==> src/rtl/mux4_pkg.sv <==
// Shared select encoding for the 4-way selector and its registered wrapper.
package mux4_pkg;
    typedef logic [1:0] sel_t;

    localparam sel_t SEL_I0 = 2'b00;
    localparam sel_t SEL_I1 = 2'b01;
    localparam sel_t SEL_I2 = 2'b10;
    localparam sel_t SEL_I3 = 2'b11;
endpackage

==> src/rtl/mux4_sel_reg_if.sv <==
// Data/select/enable bundle between a producer and the selector block.
interface mux4_sel_reg_if
    import mux4_pkg::*;
#(
    parameter int WIDTH = 1
);
    logic [WIDTH-1:0] i0, i1, i2, i3;
    logic             s0, s1, en;
    logic [WIDTH-1:0] y, y_q;
    logic             y_vld;
    sel_t             sel_q;

    modport master (
        output i0, i1, i2, i3, s0, s1, en,
        input  y, y_q, y_vld, sel_q
    );

    modport slave (
        input  i0, i1, i2, i3, s0, s1, en,
        output y, y_q, y_vld, sel_q
    );
endinterface

==> src/rtl/mux4_core.sv <==
// Purely combinational 4:1 word selector; every bit lane steered identically.
module mux4_core
    import mux4_pkg::*;
#(
    parameter int WIDTH = 1
) (
    input  logic [WIDTH-1:0] i0,
    input  logic [WIDTH-1:0] i1,
    input  logic [WIDTH-1:0] i2,
    input  logic [WIDTH-1:0] i3,
    input  sel_t             sel,
    output logic [WIDTH-1:0] y
);
    // An unknown select falls to default so simulation shows X instead of a guess.
    always_comb begin
        y = 'x;
        case (sel)
            SEL_I0:  y = i0;
            SEL_I1:  y = i1;
            SEL_I2:  y = i2;
            SEL_I3:  y = i3;
            default: y = 'x;
        endcase
    end
endmodule

==> src/rtl/mux4_sel_reg.sv <==
// 4:1 selector with a same-cycle output and an enabled 1-cycle registered copy.
module mux4_sel_reg
    import mux4_pkg::*;
#(
    parameter int          WIDTH   = 1,
    parameter logic [63:0] RST_VAL = 64'd0
) (
    input logic          clk,
    input logic          rst,
    mux4_sel_reg_if.slave bus
);
    sel_t             sel;
    logic [WIDTH-1:0] y;
    logic [WIDTH-1:0] y_q;
    sel_t             sel_q;
    logic             y_vld;

    assign sel = {bus.s1, bus.s0};

    mux4_core #(.WIDTH(WIDTH)) u_core (
        .i0  (bus.i0),
        .i1  (bus.i1),
        .i2  (bus.i2),
        .i3  (bus.i3),
        .sel (sel),
        .y   (y)
    );

    // y_vld is sticky: once anything is captured it stays set until reset.
    always_ff @(posedge clk) begin
        if (rst) begin
            y_q   <= RST_VAL[WIDTH-1:0];
            sel_q <= SEL_I0;
            y_vld <= 1'b0;
        end else if (bus.en) begin
            y_q   <= y;
            sel_q <= sel;
            y_vld <= 1'b1;
        end
    end

    assign bus.y     = y;
    assign bus.y_q   = y_q;
    assign bus.sel_q = sel_q;
    assign bus.y_vld = y_vld;
endmodule

==> src/flat_wrapper.sv <==
// flat-port wrapper written by rule: the top's interface ports become plain ports
module mux4_sel_reg_flat import mux4_pkg::*;
#(
    parameter int          WIDTH   = 1,
    parameter logic [63:0] RST_VAL = 64'd0
)
  (clk, rst, bus_i0, bus_i1, bus_i2, bus_i3, bus_s0, bus_s1, bus_en, bus_y, bus_y_q, bus_y_vld, bus_sel_q);
  mux4_sel_reg_if #(.WIDTH(WIDTH)) bus_i ();
  input logic clk;
  input logic rst;
  input wire logic [$bits(bus_i.i0)-1:0] bus_i0;
  input wire logic [$bits(bus_i.i1)-1:0] bus_i1;
  input wire logic [$bits(bus_i.i2)-1:0] bus_i2;
  input wire logic [$bits(bus_i.i3)-1:0] bus_i3;
  input wire logic [$bits(bus_i.s0)-1:0] bus_s0;
  input wire logic [$bits(bus_i.s1)-1:0] bus_s1;
  input wire logic [$bits(bus_i.en)-1:0] bus_en;
  output wire logic [$bits(bus_i.y)-1:0] bus_y;
  output wire logic [$bits(bus_i.y_q)-1:0] bus_y_q;
  output wire logic [$bits(bus_i.y_vld)-1:0] bus_y_vld;
  output wire logic [$bits(bus_i.sel_q)-1:0] bus_sel_q;
  assign bus_i.i0 = bus_i0;
  assign bus_i.i1 = bus_i1;
  assign bus_i.i2 = bus_i2;
  assign bus_i.i3 = bus_i3;
  assign bus_i.s0 = bus_s0;
  assign bus_i.s1 = bus_s1;
  assign bus_i.en = bus_en;
  assign bus_y = bus_i.y;
  assign bus_y_q = bus_i.y_q;
  assign bus_y_vld = bus_i.y_vld;
  assign bus_sel_q = bus_i.sel_q;
  mux4_sel_reg #(.WIDTH(WIDTH), .RST_VAL(RST_VAL)) u_core (.clk(clk), .rst(rst), .bus(bus_i));
endmodule
==> config.mk <==
export PLATFORM = sky130hd
export DESIGN_NAME = mux4_sel_reg_flat
export DESIGN_NICKNAME = d
export VERILOG_FILES = /design/src/rtl/mux4_pkg.sv /design/src/rtl/mux4_sel_reg_if.sv /design/src/rtl/mux4_core.sv /design/src/rtl/mux4_sel_reg.sv /design/src/flat_wrapper.sv
export SDC_FILE = /design/constraint.sdc
export NUM_CORES = 1
export LEC_CHECK = 0
export BUFFER_PORTS_ARGS = -buffer_cell sky130_fd_sc_hd__buf_2
export CAP_MARGIN = 20
export CORE_AREA = 5 5 42 44
export CTS_CLUSTER_DIAMETER = 50
export CTS_CLUSTER_SIZE = 20
export DETAILED_ROUTE_END_ITERATION = 8
export DIE_AREA = 0 0 47 49
export SYNTH_ARGS = -nofsm -noshare
export SYNTH_HDL_FRONTEND = slang
export SYNTH_SLANG_ARGS = --single-unit
==> constraint.sdc <==
create_clock -name clk -period 1.3 [get_ports clk]
set_input_delay 0 -clock clk [delete_from_list [all_inputs] [get_ports clk]]
set_output_delay 0 -clock clk [all_outputs]
set_load 0.03 [all_outputs]
; Yosys cells after proc, flatten, opt, wreduce, memory -nomap -nowiden
; Index checks and enable logic that the tools add are counted.
; Widths: inputs -> output; s select.
[word_totals]
reg_bits = 4
latch_bits = 0
mem_bits_rw = 0
rom_bits = 0
inputBits = 9
out_inout_bits = 5
elab_cells = 8
mem_count = 0
[classes]
n_addsub = 0
n_mul = 0
div = 0
n_lt_le_gt_ge = 0
n_eq_ne = 3
shifts = 0
n_mux = 1
n_bitwise = 0
n_reduce_logical = 1
[ops]
columns = operator, count
row1 = $eq 2x2->1 const B, 2
row2 = $pmux 1 s4, 1
row3 = $eq 2x1->1 const B, 1
row4 = $logic_not 2->1, 1

; Logic depth before layout (Yosys ltp)
; Gate-level depths: netlist of run 1.
[depth]
word_depth = 2
depth_mapped = 2
ltp_nobuf = 2

; By module
; A second synthesis of run 1 with hierarchy kept.
[unflattened]
cells_unflattened = 13
area_unflattened_um2 = 151.4
[by_module_without_submodules]
columns = module, instances, cells_per_inst, area_each_um2, seq_area_each_um2
row1 = mux4_sel_reg, 1, 12, 128.9, 80.1
row2 = mux4_core, 1, 1, 22.5, 0.0

; Least setup slack after synthesis of run 1
; Ideal clock, no wire load.
[synth_path]
path_type = register to register
from = register, netlist name u_core.bus.y_q
to = register u_core.y_q (netlist: u_core.bus.y_q)
setup_time_ns = 0.082
arrival_time_ns = 1.004
setup_slack_ns = 0.214
stages_incl_launch_ff = 3
n_path_buf = 0
synth_period_minus_slack_ns = 1.086
cell_sequence = dfxtp_1 > or3b_2 > o221ai_1
[synth_rtl]
columns = element, line
row1 = "end signal, assigned", mux4_sel_reg.sv:32  ; y_q <= RST_VAL[WIDTH-1:0];
row2 = "end signal, assigned", mux4_sel_reg.sv:36  ; y_q <= y;
row3 = "end, declared", mux4_sel_reg.sv:14  ; logic [WIDTH-1:0] y_q;

==> reports/results.tsv, run 1 <==
stage	metric	value	unit
hold_path	hold_end	u_core.bus.sel_q[0]	
synthesis	syn_inst	17	
clock_network	cts.sinks	4	
critical_path	startpoint_type	primary input	
route	wl_per_cell	9.78	um
critical_path	r2r-start	u_core.bus.y_q	
critical_path	critical_path_required	1450	ps
floorplanning	core	1400	um2
critical_path	crit_fanout	6	
floorplanning	rows	14	
power_and_ir_drop	vdd_drop_max	0.273	mV
route	antenna_left	0	
timing	fin_crit	1040	ps
outcome	status	finished clean	
layout	synthToLayoutAreaGrowth	65.7	%
clock_network	clk_latency	230	ps
route	via_per_inst	3.68	
critical_path	criticalPathCategory	primary input to flop	
critical_path	crit_chain	dlygate4sd3_1, buf_2, or3b_2, o221ai_1	
critical_path	rr_endpoint	u_core.bus.y_q	
synthesis	synth-xor-area-share	0	
route	drc	0	
hold_path	hp-start	bus_s0	
power_and_ir_drop	power_density	1240	nW/um2
route	vias	184	
hold_path	hold_class	primary input to flop	
clock_network	tritoncts	done	
critical_path	worstPathArrival	1200	ps
synthesis	ys_async_sr_fraction	0	
timing	rsz0062_at_grt	no	
floorplanning	initial_core_util	0.128	
grt	grt_max_degree	7	
synthesis	synthAdderAreaFrac	0	
floorplanning	dieHeight	49	um
route	routed_wirelength	489	um
synthesis	synth_edf_count	0	
grt	grt_pass1_vias	170	
floorplanning	die_w	47	um
clock_network	ctsHoldBuffers	1	
grt	overflow	0	
layout	regArea	80.1	um2
clock_network	cts_resized	0	
clock_network	htreeDepth	1	
job	maxCapViolCount	0	
route	first_pass_iters	2	
synthesis	synth_top_family_by_area	multiplexers	
synthesis	synth_cell_types	7	
grt	grt.total_usage	0.0521	
timing	relSlewSlack	0.874	
grt	antenna_found_initial	0	
clock_network	clock_path_buffers	2	
synthesis	yosysMostFrequentCell	mux2i_1	
clock_network	clk_pin_slew	40	ps
synthesis	synth_flop_cell	dfxtp_1	
synthesis	synth_compound_gate_area_share	0.0490	
synthesis	synth_common_cells	mux2i_1 (5), dfxtp_1 (4), nor2_1 (4)	
place	io_buffers	13	
layout	nNetsFinal	45	
critical_path	slowest_delay	520	ps
critical_path	r2r_cells	2	
synthesis	yosys-top-cells-area	dfxtp_1 (45%), mux2i_1 (28%), nor2_1 (8.4%)	
timing	finalMaxSlewViolations	0	
clock_network	cts_buffers	3	
timing	clock_skew	0	ps
clock_network	postCtsSetupRepairBufs	0	
synthesis	synthesis.area	179	um2
timing	fin_crit_sh	0.803	
synthesis	syn_area_per_cell	10.5	um2
floorplanning	dieArea	2300	um2
synthesis	ys_warn_count	0	
critical_path	worst_setup_path_end_kind	flop	
synthesis	ys_seq_area_frac	0.448	
synthesis	yosysTopAreaCell	dfxtp_1	
place	gp_congestion	0.559	
layout	num_antenna_cells	0	
timing	tightest_slew	183	ps
power_and_ir_drop	power	0.367	mW
critical_path	reg2reg_slack	390	ps
floorplanning	io_pins	14	
hold_path	whs_path_depth	3	
synthesis	synth-simple-area-share	0.224	
synthesis	syn_nets	26	
synthesis	muxShareOfSynthArea	0.280	
critical_path	crit_slowest_cell	dlygate4sd3_1	
grt	grt_pass1_wl	752	um
timing	tns	0	ps
timing	hold_viol_final	0	
layout	fillers	165	
layout	drive_gt1_frac	0.500	
timing	setup_violations	0	
clock_network	cts-root-buf	clkbuf_4	
route	drt_iter0_drc	2	
synthesis	synth-seq-cells	4	
power_and_ir_drop	leakage	0.151	nW
layout	multi_input_area	98.8	um2
synthesis	synth.top_cell.area_share	0.448	
timing	fmax	0.957	GHz
[per-stage QoR]
step / setup WS, ps / instance area [um2] / hold WS [ps] / instances / utilization
global placement: 419 / 264 / 233 / 46 / 0.188
global route: 207 / 297 / 75.5 / 50 / 0.212
floorplan: 214 / 179 / 72.4 / 17 / -
detailed placement: 389 / 264 / 243 / 46 / 0.188
CTS: 257 / 297 / 59.6 / 50 / 0.212
finish: 256 / 297 / 62.6 / 50 / 0.212
[final cells by class]
type	count	area share
Multi-Input combinational cell	13	0.333
Sequential cell	4	0.270
Timing Repair Buffer	14	0.253
Clock buffer	3	0.0759
Tap cell	16	0.0675
[placed cells by master, fill, tap and decap left out]
master / n
buf_2: 13
mux2i_1: 5
nor2_1: 4
dfxtp_1: 4
clkbuf_4: 3
or3b_1: 1
nand3b_1: 1
or3b_2: 1
o221ai_1: 1
dlygate4sd3_1: 1
[state kept, by name, indices dropped and copies added, names as in the netlist]
name              cells
u_core.bus.y_q        1
u_core.bus.sel_q      2
u_core.bus.y_vld      1
[layer usage]
layer	track usage	up-vias	part of all wire
met2	0.0679	9	0.48
met1	0.0507	78	0.37
met3	0.0221	0	0.16
met5	0	-	0
li1	-	97	-
met4	0.0691	0	0
[critical path: cells and delay by family]
family                 cells  cell delay (ps)
AOI/OAI and AO/OA          1               80
buffers and inverters      2              670
and+or+nand+nor            1              440
[power breakdown]
part	internal [mW]	switching, mW	leakage [nW]	total, mW
Clock	0.103	0.0525	0.0138	0.156
Sequential	0.132	0.00312	0.0332	0.135
Combinational	0.0309	0.0449	0.104	0.0758
Total	0.266	0.101	0.151	0.367
[how the worst max path moves through the flow]
stage,from,endpoint,cells past startpoint
floorplan,u_core.bus.y_q,u_core.bus.y_q,2
global route,rst,u_core.bus.y_q,4
global placement,u_core.bus.y_q,u_core.bus.y_q,2
CTS,rst,u_core.bus.y_q,4
finish,rst,u_core.bus.y_q,4
detailed placement,u_core.bus.y_q,u_core.bus.y_q,2
[kinds of logic (layout without fill, tap and decap cells)]
family | count (synthesis) | count (layout)
AND/OR/NAND/NOR | 7 | 7
buffers and inverters | 0 | 17
AO/OA/AOI/OAI | 1 | 1
multiplexers | 5 | 5
flip-flops | 4 | 4
Power figures use the tool's default switching activity.
==> run 2: changes to the inputs <==
Clock period 1.3 ns to 1.05 ns, I/O delays scaled along.
==> reports/results.tsv, run 2 (synthesis gave the netlist of run 1 again) <==
stage	metric	value	unit
outcome	status	finished clean	
grt	grt_pass1_vias	188	
floorplanning	initial_core_util	0.128	
critical_path	crit_fanout	2	
grt	overflow	0	
floorplanning	die_w	47	um
critical_path	slowest_delay	430	ps
timing	tightest_slew	193	ps
layout	final_common_cell	buf_2	
critical_path	worst_setup_path_end_kind	flop	
clock_network	clk_pin_slew	40	ps
route	routed_wirelength	537	um
critical_path	crit_buf_inv	0	
layout	num_antenna_cells	0	
critical_path	critical_path_required	1200	ps
route	wl_per_cell	10.7	um
critical_path	startpoint_type	flop	
critical_path	criticalPathCategory	flop to flop	
critical_path	cp_top_family	simple AND/OR/NAND/NOR gates	
place	dp_slack	142	ps
route	drt_iter0_drc	2	
layout	multi_input_area	98.8	um2
clock_network	clock_path_buffers	2	
timing	finalWorstSetupSlack	138	ps
timing	whs	63.9	ps
power_and_ir_drop	leakage	0.152	nW
timing	fin_crit_sh	0.868	
layout	instances_no_fill	50	
route	first_pass_iters	2	
floorplanning	dieArea	2300	um2
route	via_per_inst	3.96	
route	drc	0	
critical_path	worstPathArrival	1060	ps
timing	finalMaxSlewViolations	0	
floorplanning	core	1400	um2
route	antenna_left	0	
critical_path	critPathLaunch	u_core.bus.y_q	
clock_network	cts_buffers	3	
layout	drive_gt1_frac	0.529	
layout	top_regs	u_core.bus.sel_q: 2 flops, u_core.bus.y_q: 1 flops, u_core.bus.y_vld: 1 flops	
grt	antenna_found_initial	0	
timing	tns	0	ps
clock_network	clk_latency	240	ps
grt	grt.total_usage	0.0528	
grt	grt_pass1_wl	800	um
timing	setup_violations	0	
hold_path	hold_class	primary input to flop	
route	vias	198	
critical_path	crit_slowest_cell	or3b_2	
clock_network	tritoncts	done	
floorplanning	dieHeight	49	um
clock_network	htreeDepth	1	
timing	rsz0062_at_grt	no	
timing	fmax	1.10	GHz
timing	clock_skew	0	ps
critical_path	r2r-start	u_core.bus.y_q	
power_and_ir_drop	power_density	1520	nW/um2
place	io_buffers	13	
hold_path	hp-start	bus_s0	
clock_network	postCtsSetupRepairBufs	0	
layout	largest_reg_flops	2	
layout	final_cell_mix	buf_2 (13), mux2i_1 (5), nor2_1 (4), clkbuf_4 (3), dfxtp_1 (3)	
grt	grt_max_degree	7	
layout	fillers	172	
clock_network	cts.sinks	4	
layout	fin_util	0.213	
floorplanning	rows	14	
layout	nNetsFinal	45	
job	maxCapViolCount	0	
timing	fin_crit	912	ps
floorplanning	io_pins	14	
power_and_ir_drop	vdd_drop_max	0.427	mV
clock_network	cts-root-buf	clkbuf_4	
place	dp.cells	46	
timing	relSlewSlack	0.868	
layout	synthToLayoutAreaGrowth	66.4	%
timing	hold_viol_final	0	
layout	regArea	81.3	um2
critical_path	crit_chain	or3b_2, o221ai_1	
layout	largest_register	u_core.bus.sel_q	
place	gp_congestion	0.623	
## run 2: changes by cell type in the layout (fill, tap and decap cells not counted)
cell     before  now
dfxtp_1       4    3
dfxtp_2       0    1
## run 2: worst paths after layout
path,slack [ps],cells past startpoint,endpoint
max,140,2,u_core.bus.y_q
min,60,3,u_core.bus.sel_q[0]
max reg2reg,140,2,u_core.bus.y_q
min reg2reg,460,2,u_core.bus.y_vld
## run 2: report_power, final
group,switching (mW),total (mW),internal (mW)
Combinational,0.0568,0.0952,0.0384
Sequential,0.00415,0.168,0.164
Clock,0.0628,0.191,0.128
Total,0.124,0.454,0.330
## run 2: routing by layer
metal	track usage	vias up	part of all wire
li1	-	97	-
met1	0.0504	89	0.42
met2	0.0679	12	0.42
met3	0.0590	0	0.16
met4	0.0276	0	0
met5	0	-	0
## run 2: timing repair
item,4_1_cts,5_1_grt
hold buffers,1,0
endpoints found under the hold margin,3,0
resized for setup,0,0
## run 2: layout make-up
type / count / area share
flip-flops and latches: 4 / 0.273
multi-input cells: 13 / 0.332
clock buffers: 3 / 0.0756
well taps: 16 / 0.0672
repair buffers: 14 / 0.252
## run 2: worst register-to-register path, stage by stage (launching register included)
cell	delay, ps
dfxtp_2	310
or3b_2	430
o221ai_1	80
## run 2: per-stage QoR
stage               power (mW)  area (um2)
detailed placement       0.264         265
finish                   0.454         298
floorplan                0.223         180
global route             0.491         298
global placement         0.263         265
CTS                      0.469         298
